**config.mk**
```make
export PLATFORM = sky130hd
export DESIGN_NAME = multicycle_control_unit_flat
export DESIGN_NICKNAME = d
export VERILOG_FILES = /design/src/rtl/multicycle_control_unit_if.sv /design/src/rtl/multicycle_control_unit.sv /design/src/flat_wrapper.sv
export SDC_FILE = /design/constraint.sdc
export NUM_CORES = 1
export LEC_CHECK = 0
export CAP_MARGIN = 20
export CORE_MARGIN = 2
export CORE_UTILIZATION = 46
export CTS_CLUSTER_DIAMETER = 120
export DETAILED_ROUTE_END_ITERATION = 16
export PLACE_DENSITY = 0.93
export SETUP_SLACK_MARGIN = 0.15
export SKIP_LAST_GASP = 1
export SYNTH_ARGS = -nofsm -noshare
export SYNTH_HDL_FRONTEND = slang
export SYNTH_SLANG_ARGS = --single-unit
```
**constraint.sdc**
```tcl
create_clock -name clk -period 3.5 [get_ports clk]
set_input_delay 0.35 -clock clk [delete_from_list [all_inputs] [get_ports clk]]
set_output_delay 0.35 -clock clk [all_outputs]
set_load 0.01 [all_outputs]
```
**src/rtl/multicycle_control_unit_if.sv**
```systemverilog
// Control-unit bundle: IR opcode, memory handshake and per-state datapath controls.
// Latency: n/a (wires only). Backpressure: mem_ready stalls the FETCH and MEM states.
// Flow: master = control unit (drives controls), slave = datapath/memory side.
interface multicycle_control_unit_if;
    logic [4:0] opcode;
    logic       mem_ready;
    logic       resume;
    logic [2:0] state;
    logic       mem_req;
    logic       mem_we;
    logic       iord;
    logic       ir_write;
    logic       pc_write;
    logic       branch;
    logic       Jump;
    logic       MemRead;
    logic [1:0] regWriteSel;
    logic       ALUSrc1;
    logic       ALUSrc2;
    logic       RegWrite;
    logic [1:0] ALUOp;
    logic       halted;
    logic       mem_err;

    modport master (
        input  opcode, mem_ready, resume,
        output state, mem_req, mem_we, iord, ir_write, pc_write, branch, Jump,
               MemRead, regWriteSel, ALUSrc1, ALUSrc2, RegWrite, ALUOp, halted, mem_err
    );

    modport slave (
        output opcode, mem_ready, resume,
        input  state, mem_req, mem_we, iord, ir_write, pc_write, branch, Jump,
               MemRead, regWriteSel, ALUSrc1, ALUSrc2, RegWrite, ALUOp, halted, mem_err
    );
endinterface

```
**src/rtl/multicycle_control_unit.sv**
```systemverilog
// Multi-cycle FETCH/DECODE/EXEC/MEM/WB sequencer over one shared memory port.
// Latency: 2-5 cycles per instruction with mem_ready high; each wait state adds 1.
// Backpressure: FETCH and MEM hold mem_req until mem_ready; MCU_MEM_TIMEOUT_EN adds a wait limit.
module multicycle_control_unit #(
    parameter int TIMEOUT_CYCLES = 64,
    parameter int CNT_W          = 8
) (
    input  logic                         clk,
    input  logic                         rst,
    multicycle_control_unit_if.master    bus
);

    typedef enum logic [2:0] {
        S_FETCH  = 3'd0,
        S_DECODE = 3'd1,
        S_EXEC   = 3'd2,
        S_MEM    = 3'd3,
        S_WB     = 3'd4,
        S_HALT   = 3'd5
    } state_t;

    localparam logic [4:0] OP_LOAD   = 5'b00000;
    localparam logic [4:0] OP_STORE  = 5'b01000;
    localparam logic [4:0] OP_RTYPE  = 5'b01100;
    localparam logic [4:0] OP_IARITH = 5'b00100;
    localparam logic [4:0] OP_BRANCH = 5'b11000;
    localparam logic [4:0] OP_JAL    = 5'b11011;
    localparam logic [4:0] OP_JALR   = 5'b11001;
    localparam logic [4:0] OP_AUIPC  = 5'b00101;
    localparam logic [4:0] OP_LUI    = 5'b01101;
    localparam logic [4:0] OP_SYSTEM = 5'b11100;

    // Elaboration guard: the wait counter must be able to hold the limit.
    if (2**CNT_W <= TIMEOUT_CYCLES) begin : g_cnt_w_too_narrow
        $error("CNT_W too narrow for TIMEOUT_CYCLES");
    end

    state_t     state_q;
    logic [4:0] opc_q;
    logic       timeout_hit;

    logic is_load, is_store, is_branch, is_jal, is_jalr, is_lui, is_system, exec_valid;

    assign is_load    = (opc_q == OP_LOAD);
    assign is_store   = (opc_q == OP_STORE);
    assign is_branch  = (opc_q == OP_BRANCH);
    assign is_jal     = (opc_q == OP_JAL);
    assign is_jalr    = (opc_q == OP_JALR);
    assign is_lui     = (opc_q == OP_LUI);
    assign is_system  = (opc_q == OP_SYSTEM);
    assign exec_valid = is_load || is_store || is_branch || is_jal || is_jalr || is_lui ||
                        (opc_q == OP_RTYPE) || (opc_q == OP_IARITH) || (opc_q == OP_AUIPC);

    always_ff @(posedge clk or negedge rst) begin
        if (!rst) begin
            state_q <= S_FETCH;
            opc_q   <= '0;
        end else if (timeout_hit) begin
            state_q <= S_HALT;
        end else begin
            case (state_q)
                S_FETCH: begin
                    if (bus.mem_ready) begin
                        opc_q   <= bus.opcode;
                        state_q <= S_DECODE;
                    end
                end
                S_DECODE: begin
                    if (is_system)       state_q <= S_HALT;
                    else if (exec_valid) state_q <= S_EXEC;
                    else                 state_q <= S_FETCH;
                end
                S_EXEC: begin
                    if (is_branch || is_jal || is_jalr) state_q <= S_FETCH;
                    else if (is_load || is_store)       state_q <= S_MEM;
                    else                                state_q <= S_WB;
                end
                S_MEM: begin
                    if (bus.mem_ready) state_q <= is_store ? S_FETCH : S_WB;
                end
                S_WB: state_q <= S_FETCH;
                S_HALT: begin
                    if (bus.resume) state_q <= S_FETCH;
                end
                default: state_q <= S_FETCH;
            endcase
        end
    end

    assign bus.state  = state_q;
    assign bus.halted = (state_q == S_HALT);

    // Controls are decoded from the current state so they are valid per state, not per instruction.
    always_comb begin
        bus.mem_req     = 1'b0;
        bus.mem_we      = 1'b0;
        bus.iord        = 1'b0;
        bus.ir_write    = 1'b0;
        bus.pc_write    = 1'b0;
        bus.branch      = 1'b0;
        bus.Jump        = 1'b0;
        bus.MemRead     = 1'b0;
        bus.regWriteSel = 2'b00;
        bus.ALUSrc1     = 1'b0;
        bus.ALUSrc2     = 1'b0;
        bus.RegWrite    = 1'b0;
        bus.ALUOp       = 2'b00;
        case (state_q)
            S_FETCH: begin
                bus.mem_req  = 1'b1;
                // rst gating keeps IR/PC quiet while reset is held with memory ready.
                bus.ir_write = bus.mem_ready & rst;
                bus.pc_write = bus.mem_ready & rst;
                bus.ALUSrc1  = 1'b1;
                bus.ALUSrc2  = 1'b1;
                bus.ALUOp    = 2'b00;
            end
            S_EXEC: begin
                case (opc_q)
                    OP_RTYPE: begin
                        bus.ALUOp = 2'b10;
                    end
                    OP_IARITH: begin
                        bus.ALUOp   = 2'b10;
                        bus.ALUSrc2 = 1'b1;
                    end
                    OP_LOAD, OP_STORE: begin
                        bus.ALUSrc2 = 1'b1;
                    end
                    OP_JALR: begin
                        bus.ALUSrc2     = 1'b1;
                        bus.Jump        = 1'b1;
                        bus.pc_write    = 1'b1;
                        bus.RegWrite    = 1'b1;
                        bus.regWriteSel = 2'b10;
                    end
                    OP_BRANCH: begin
                        bus.ALUOp  = 2'b01;
                        bus.branch = 1'b1;
                    end
                    OP_JAL: begin
                        bus.ALUSrc1     = 1'b1;
                        bus.ALUSrc2     = 1'b1;
                        bus.Jump        = 1'b1;
                        bus.pc_write    = 1'b1;
                        bus.RegWrite    = 1'b1;
                        bus.regWriteSel = 2'b10;
                    end
                    OP_AUIPC: begin
                        bus.ALUSrc1 = 1'b1;
                        bus.ALUSrc2 = 1'b1;
                    end
                    OP_LUI: begin
                        bus.ALUOp   = 2'b11;
                        bus.ALUSrc2 = 1'b1;
                    end
                    default: begin
                        bus.ALUOp = 2'b00;
                    end
                endcase
            end
            S_MEM: begin
                bus.mem_req = 1'b1;
                bus.iord    = 1'b1;
                bus.MemRead = is_load;
                bus.mem_we  = is_store;
            end
            S_WB: begin
                bus.RegWrite = 1'b1;
                if (is_load)     bus.regWriteSel = 2'b01;
                else if (is_lui) bus.regWriteSel = 2'b11;
                else             bus.regWriteSel = 2'b00;
            end
            default: begin
                bus.mem_req = 1'b0;
            end
        endcase
    end

`ifdef MCU_MEM_TIMEOUT_EN
    logic [CNT_W-1:0] wait_q;
    logic             mem_err_q;

    // Any cycle without a pending wait clears the count, which covers entry to FETCH/MEM and resume.
    assign timeout_hit = bus.mem_req && !bus.mem_ready &&
                         (wait_q == CNT_W'(TIMEOUT_CYCLES - 1));

    always_ff @(posedge clk or negedge rst) begin
        if (!rst) begin
            wait_q    <= '0;
            mem_err_q <= 1'b0;
        end else if (timeout_hit) begin
            wait_q    <= '0;
            mem_err_q <= 1'b1;
        end else if (bus.mem_req && !bus.mem_ready) begin
            wait_q <= wait_q + CNT_W'(1);
        end else begin
            wait_q <= '0;
        end
    end

    assign bus.mem_err = mem_err_q;
`else
    assign timeout_hit = 1'b0;
    assign bus.mem_err = 1'b0;
`endif

endmodule
```
**src/flat_wrapper.sv**
```systemverilog
// flat-port wrapper written by rule: the top's interface ports become plain ports
module multicycle_control_unit_flat 
#(
    parameter int TIMEOUT_CYCLES = 64,
    parameter int CNT_W          = 8
)
  (clk, rst, bus_opcode, bus_mem_ready, bus_resume, bus_state, bus_mem_req, bus_mem_we, bus_iord, bus_ir_write, bus_pc_write, bus_branch, bus_Jump, bus_MemRead, bus_regWriteSel, bus_ALUSrc1, bus_ALUSrc2, bus_RegWrite, bus_ALUOp, bus_halted, bus_mem_err);
  multicycle_control_unit_if bus_i ();
  input  logic clk;
  input  logic rst;
  input wire logic [$bits(bus_i.opcode)-1:0] bus_opcode;
  input wire logic [$bits(bus_i.mem_ready)-1:0] bus_mem_ready;
  input wire logic [$bits(bus_i.resume)-1:0] bus_resume;
  output wire logic [$bits(bus_i.state)-1:0] bus_state;
  output wire logic [$bits(bus_i.mem_req)-1:0] bus_mem_req;
  output wire logic [$bits(bus_i.mem_we)-1:0] bus_mem_we;
  output wire logic [$bits(bus_i.iord)-1:0] bus_iord;
  output wire logic [$bits(bus_i.ir_write)-1:0] bus_ir_write;
  output wire logic [$bits(bus_i.pc_write)-1:0] bus_pc_write;
  output wire logic [$bits(bus_i.branch)-1:0] bus_branch;
  output wire logic [$bits(bus_i.Jump)-1:0] bus_Jump;
  output wire logic [$bits(bus_i.MemRead)-1:0] bus_MemRead;
  output wire logic [$bits(bus_i.regWriteSel)-1:0] bus_regWriteSel;
  output wire logic [$bits(bus_i.ALUSrc1)-1:0] bus_ALUSrc1;
  output wire logic [$bits(bus_i.ALUSrc2)-1:0] bus_ALUSrc2;
  output wire logic [$bits(bus_i.RegWrite)-1:0] bus_RegWrite;
  output wire logic [$bits(bus_i.ALUOp)-1:0] bus_ALUOp;
  output wire logic [$bits(bus_i.halted)-1:0] bus_halted;
  output wire logic [$bits(bus_i.mem_err)-1:0] bus_mem_err;
  assign bus_i.opcode = bus_opcode;
  assign bus_i.mem_ready = bus_mem_ready;
  assign bus_i.resume = bus_resume;
  assign bus_state = bus_i.state;
  assign bus_mem_req = bus_i.mem_req;
  assign bus_mem_we = bus_i.mem_we;
  assign bus_iord = bus_i.iord;
  assign bus_ir_write = bus_i.ir_write;
  assign bus_pc_write = bus_i.pc_write;
  assign bus_branch = bus_i.branch;
  assign bus_Jump = bus_i.Jump;
  assign bus_MemRead = bus_i.MemRead;
  assign bus_regWriteSel = bus_i.regWriteSel;
  assign bus_ALUSrc1 = bus_i.ALUSrc1;
  assign bus_ALUSrc2 = bus_i.ALUSrc2;
  assign bus_RegWrite = bus_i.RegWrite;
  assign bus_ALUOp = bus_i.ALUOp;
  assign bus_halted = bus_i.halted;
  assign bus_mem_err = bus_i.mem_err;
  multicycle_control_unit #(.TIMEOUT_CYCLES(TIMEOUT_CYCLES), .CNT_W(CNT_W)) u_core (.clk(clk), .rst(rst), .bus(bus_i));
endmodule
```
==> flow_summary_export.csv, run 1 <==
group,metric,value,unit
timing,final_min_period_over_clock_period,74.4,%
finish,finish.cell_count_without_fillers,126,
die,io_pins,29,
finish,final_common_cell,"clkdlybuf4s50_1",
run,max-cap-violations,0,
pwr,intPower,420,uW
timing,timing_worst_slew_pin_value,0.506,ns
clocking,post_cts_buffers,0,
die,die_w,44.7,um
drt,drt_pass1_iterations,4,
yosys,cell_area_synth,761,um2
finish,flow.area_growth_from_synthesis,31.4,%
place,hpwl,1.42,mm
global_route,grt_busiest_layer,"met2",
die,std_cell_rows,14,
critical_path,cp_num_buf_inv,2,
critical_path,cp_max_stage_cell,"clkdlybuf4s50_1",
place,port_buffers,27,
critical_path,path_class,"flop to primary output",
pwr,ir_drop,0.457,mV
critical_path,reg2reg_to,"u_core.bus.state[1]$_DFFE_PN0P_",
critical_path,critical_path.startpoint_type,"flop",
critical_path,ff2ff_path_depth,4,
finish,fillerInstances,128,
pwr,share_clk_of_total_power,8.6,%
clocking,clock_pin_transition_on_the_worst_setup_and_hold_timing_paths,0.05,ns
finish,post_layout_nets,121,
timing,total_neg_setup_slack,0,ns
critical_path,cp_capture_type,"primary output",
yosys,per_instance_average_area_after_synthesis,8.55,um2
timing,maxClockFrequency,384,MHz
yosys,post_synth_inst_count,89,
timing,final-max-slew-violation-count,0,
run_status,run_status,"finished clean",
timing,finalCriticalPeriod,2.60,ns
clocking,cts_tree,"yes",
global_route,grtUsageMet2,30.7,%
pwr,p_leak,0.389,nW
critical_path,reg2reg_setup_slack,1.92,ns
pwr,share_comb_of_total_power,57.0,%
yosys,synth_area_leaders,"dfrtp_1, nand2_1, o21ai_0, buf_6, buf_4",
yosys,synth_ff_type,"dfrtp_1",
timing,setup_viol_count_final,0,
critical_path,arrival_time_of_data_at_the_critical_path_endpoint,2.25,ns
drt,final_antenna_net_count,0,
critical_path,crit-reg2reg-launch,"u_core.opc_q[4]$_DFFE_PN0P_",
global_route,grt_usage,20.9,%
pwr,net_switching_fraction_of_the_power,46.8,%
clocking,postCtsHoldBufs,0,
yosys,synth_top_area_share,26.3,%
drt,drt-vias-per-instance,5.93,
critical_path,crit_required,3.15,ns
pwr,power_density,789,nW/um2
yosys,synth.ff_latch_count,8,
place,post-place-cells,123,
timing,rsz_0062_raised_after_global_routing,"no",
clocking,cts-htree-levels,1,
global_route,number_of_global_route_vias_before_repair,677,
yosys,synth_warnings,0,
timing,hold_viol,0,
global_route,grt_antenna_before_repair,0,
min_path,min-delay-path-class,"input port to async pin",
drt,postRouteWirelength,1.86,mm
finish,final_cell_mix,"clkdlybuf4s50_1, nand2_1, dfrtp_1, o21ai_0",
clocking,numCtsBuffers,3,
pwr,post-layout-total-power,789,uW
clocking,root_buffer,"clkbuf_4",
clocking,cts-root-to-sink-buffers,2,
die,fp.dieArea,1990,um2
critical_path,critical_path.max_stage_delay,0.60,ns
clocking,clk_latency,0.25,ns
clocking,postCtsResizedCells,0,
drt,num_vias,747,
critical_path,worstPathCellList,"inv_4 > or3_1 > a211oi_1 > clkdlybuf4s50_1",
drt,routed_wire_length_per_instance,14.7,um
critical_path,critical_path_peak_fanout,12,
clocking,clkSinkCount,8,
yosys,post-synth-top-area-cell,"dfrtp_1",
global_route,grt_use_met3,3.27,%
global_route,grt_overflow_total,0,
die,floorplan.initialDensity,49.9,%
yosys,post_synth_edffs,0,
drt,drtIter0Drc,26,
drt,drc,0,
finish,n_antenna_cell,0,
pwr,seqPwrFrac,34.4,%
global_route,grt_max_degree,14,
timing,finalClockSkew,0.00279,ns
die,fp.coreArea,1520,um2
yosys,synth_seq_area_share,26.3,%
critical_path,worst_path_dominant_cell_family,"buffers and inverters",
finish,final_core_util,65.6,%
yosys,synth-async-reset-ratio,100,%
yosys,synth.lib_cells_used.distinct,39,
finish,final_layout_size_suffix_gt1_share,10.0,%
place,gp_congestion,0.810,
die,dieHeight,44.7,um
yosys,synth_nets,98,
global_route,gr-usage-met1,28.5,%
global_route,grt_first_pass_wirelength,3.02,mm
pwr,net-switching-power,369,uW
timing,relSlewSlack,66.1,%
-- power groups by stage --
stage	clock [mW]	combinational (mW)	sequential (mW)
final	0.0675	0.450	0.272
after floorplan	0	0.416	0.168
after CTS	0.0724	0.451	0.266
after global routing	0.0767	0.489	0.283
after global placement	0	0.429	0.260
after detailed placement	0	0.448	0.267
-- per-layer routing --
| metal | routed length, um | up-vias | share of wire [%] |
|---|---|---|---|
| met5 | 0 | - | 0 |
| met4 | 57 | 0 | 3.1 |
| met3 | 124 | 6 | 6.7 |
| met2 | 870 | 43 | 47 |
| met1 | 806 | 341 | 43 |
| li1 | - | 357 | - |
-- per-stage QoR --
step | worst slack, ns | hold WS [ns] | instance area (um2)
after detailed placement | 0.939 | 0.656 | 977
after floorplan | 1.76 | 0.0544 | 761
final | 0.895 | 0.375 | 1000
after global routing | 0.768 | 0.405 | 1000
after global placement | 0.985 | 0.634 | 977
after CTS | 0.898 | 0.380 | 1000
-- synthesized netlist by cell type, types with 2 or more instances --
master,instances
mux2_4,2
and2_1,2
nand2_1,10
and3_1,2
buf_6,3
nor3_1,3
nor2b_1,4
o21ai_0,7
a211oi_1,3
a21oi_1,2
nand3_1,2
o21ai_1,3
buf_2,2
inv_1,4
a21boi_1,2
nor2_1,3
or2_1,2
buf_4,4
dfrtp_1,8
or3_1,2
-- worst max-delay path by stage --
stage | startpoint | endpoint | slack, ns | cells after the start
after floorplan | u_core.bus.state[0]$_DFFE_PN0P_ | bus_pc_write | 1.76 | 4
after global placement | bus_mem_ready | bus_pc_write | 0.98 | 5
after detailed placement | bus_mem_ready | bus_pc_write | 0.94 | 5
after CTS | u_core.opc_q[0]$_DFFE_PN0P_ | bus_ALUOp[0] | 0.90 | 4
after global routing | u_core.opc_q[0]$_DFFE_PN0P_ | bus_ALUOp[0] | 0.77 | 4
final | u_core.opc_q[0]$_DFFE_PN0P_ | bus_ALUOp[0] | 0.90 | 4
-- kinds of logic (layout without fill, tap and decap cells) --
logic type / Yosys count / count (layout) / synth area share [%]
buffers and inverters: 14 / 35 / 12.5
DFF: 8 / 8 / 26.3
other: 1 / 1 / 0.493
and+or+nand+nor: 40 / 40 / 33.6
AOI/OAI and AO/OA: 24 / 24 / 23.2
muxes: 2 / 2 / 3.95
-- area by class of cell --
type | count | area, um2 | area share (%)
Multi-Input combinational cell | 67 | 465 | 46.6
Sequential cell | 8 | 200 | 20.0
Inverter | 5 | 21.3 | 2.13
Timing Repair Buffer | 27 | 270 | 27.0
Clock buffer | 3 | 22.5 | 2.25
Tap cell | 16 | 20.0 | 2.00
-- sequential cells by signal, summed over array words and instances (netlist names) --
signal	cells
u_core.bus.state	3
u_core.opc_q	5
-- worst reg2reg max path: cells and delay by family (launching register included) --
family | cells | cell delay [ns]
simple gates | 2 | 0.71
flops | 1 | 0.53
compound gates | 2 | 0.25
Note: power is estimated with default switching activity, not from simulation.
==> inputs of run 2 (changes only) <==
- CORE_UTILIZATION: 46 -> 39
- PLACE_DENSITY: 0.93 -> 0.85
- clock period: 3.5 -> 2.2 ns (I/O delays scaled with it)
==> flow_summary_export.csv, run 2 (synthesis results as in run 1) <==
group,metric,value,unit
run_status,run_status,"finished clean",
run,max-cap-violations,0,
clocking,postCtsHoldBufs,0,
critical_path,critical_path_peak_fanout,11,
critical_path,cp_capture_type,"primary output",
place,pre_cts_ws,0.131,ns
critical_path,crit-reg2reg-launch,"u_core.opc_q[0]$_DFFE_PN0P_",
drt,final_antenna_net_count,0,
die,fp.dieArea,2320,um2
critical_path,worstPathCellList,"buf_4 > and2b_1 > and2_1 > clkdlybuf4s50_1",
clocking,cts_tree,"yes",
min_path,min-delay-path-class,"input port to async pin",
timing,total_neg_setup_slack,0,ns
drt,drtIter0Drc,26,
timing,setup_viol_count_final,0,
finish,post_layout_nets,136,
global_route,grt_first_pass_wirelength,3.26,mm
critical_path,setup.worst_path.start,"u_core.bus.state[1]$_DFFE_PN0P_",
timing,finalCriticalPeriod,1.96,ns
die,dieHeight,48.2,um
finish,fillerInstances,151,
global_route,grt_overflow_total,0,
place,hpwl,1.65,mm
timing,finalClockSkew,0.00816,ns
finish,final_core_util,63.7,%
clocking,clkSinkCount,8,
die,fp.coreArea,1780,um2
clocking,root_buffer,"clkbuf_4",
critical_path,worst_path_dominant_cell_family,"buffers and inverters",
drt,drt_pass1_iterations,4,
timing,final-max-slew-violation-count,0,
finish,largest_register,"u_core.opc_q",
clocking,numCtsBuffers,3,
critical_path,crit_required,1.98,ns
finish,final_cell_mix,"buf_4, clkdlybuf4s50_1, nand2_1, dlygate4sd2_1, o21ai_0",
timing,hold_viol,0,
place,gp_congestion,0.922,
clocking,clock_pin_transition_on_the_worst_setup_and_hold_timing_paths,0.06,ns
timing,rsz_0062_raised_after_global_routing,"yes",
drt,num_vias,791,
critical_path,cp_max_stage_cell,"clkdlybuf4s50_1",
global_route,grt_antenna_before_repair,0,
global_route,grt_usage,20.9,%
critical_path,critical_path.max_stage_delay,0.53,ns
die,die_w,48.2,um
timing,final_min_period_over_clock_period,88.9,%
finish,final_layout_size_suffix_gt1_share,24.8,%
timing,maxClockFrequency,511,MHz
finish,final_common_cell,"buf_4",
die,io_pins,29,
drt,drt-vias-per-instance,5.27,
pwr,ir_drop,0.684,mV
drt,routed_wire_length_per_instance,13.6,um
drt,drc,0,
place,port_buffers,27,
pwr,power_density,1270,nW/um2
critical_path,path_class,"flop to primary output",
finish,n_antenna_cell,0,
critical_path,arrival_time_of_data_at_the_critical_path_endpoint,1.74,ns
global_route,grt_max_degree,13,
finish,flow.area_growth_from_synthesis,49.3,%
clocking,cts-htree-levels,1,
clocking,cts-root-to-sink-buffers,2,
clocking,clk_latency,0.25,ns
die,floorplan.initialDensity,42.7,%
critical_path,cp_num_buf_inv,2,
finish,largest_reg_flops,5,
global_route,number_of_global_route_vias_before_repair,735,
pwr,p_leak,0.558,nW
drt,postRouteWirelength,2.04,mm
die,std_cell_rows,15,
critical_path,critical_path.startpoint_type,"flop",
timing,setup_slack,0.244,ns
-- run 2: changes by cell type in the layout (fill, tap and decap cells not counted), sizes merged --
cell,change
buf,+15
clkbuf,+1
clkdlybuf4s50,-14
dlygate4sd2,+9
dlymetal6s2s,+4
-- run 2: path summary, 6_finish.rpt --
path | slack [ns] | cells after the start | endpoint
worst min register to register | 0.46 | 1 | u_core.bus.state[1]$_DFFE_PN0P_
worst min-delay path | 0.26 | 2 | u_core.bus.state[2]$_DFFE_PN0P_
min in group clk | 0.46 | 1 | u_core.bus.state[1]$_DFFE_PN0P_
max in group asynchronous | 1.78 | 2 | u_core.opc_q[0]$_DFFE_PN0P_
worst max register to register | 0.62 | 5 | u_core.bus.state[2]$_DFFE_PN0P_
worst max-delay path | 0.24 | 4 | bus_halted
-- run 2: final cells by class --
cell class | instances | area (um2) | share of cell area [%]
Inverter | 5 | 21.3 | 1.87
Tap cell | 25 | 31.3 | 2.75
Timing Repair Buffer | 42 | 380 | 33.5
Multi-Input combinational cell | 67 | 478 | 42.1
Sequential cell | 8 | 203 | 17.8
Clock buffer | 3 | 22.5 | 1.98
-- run 2: layer usage --
layer,global-route usage [%],vias to the layer above,routed length [um]
met5,0,-,0
met2,35.3,25,994
met1,24.1,371,894
met3,4.07,6,95
met4,13.0,0,55
li1,-,389,-
-- run 2: what timing repair did --
| item | 4_1_cts | 5_1_grt |
|---|---|---|
| gates cloned | 0 | 0 |
| resized for setup | 14 | 8 |
| setup buffers | 4 | 0 |
| endpoints found under the setup margin | 13 | 5 |
-- run 2: power breakdown --
part           switching, mW  internal (mW)  total [mW]
logic                  0.526          0.526        1.05
registers             0.0645          0.219       0.283
clock network         0.0471         0.0622       0.109
-- run 2: stage by stage --
| stage | instances | cell area (um2) | hold WS (ns) | power (mW) |
|---|---|---|---|---|
| after global routing | 150 | 1140 | 0.278 | 1.57 |
| after CTS | 150 | 1120 | 0.263 | 1.44 |
| after global placement | 143 | 1070 | 0.433 | 1.23 |
| after floorplan | 89 | 761 | -0.0756 | 0.929 |
| after detailed placement | 143 | 1070 | 0.441 | 1.27 |
| final | 150 | 1140 | 0.265 | 1.45 |
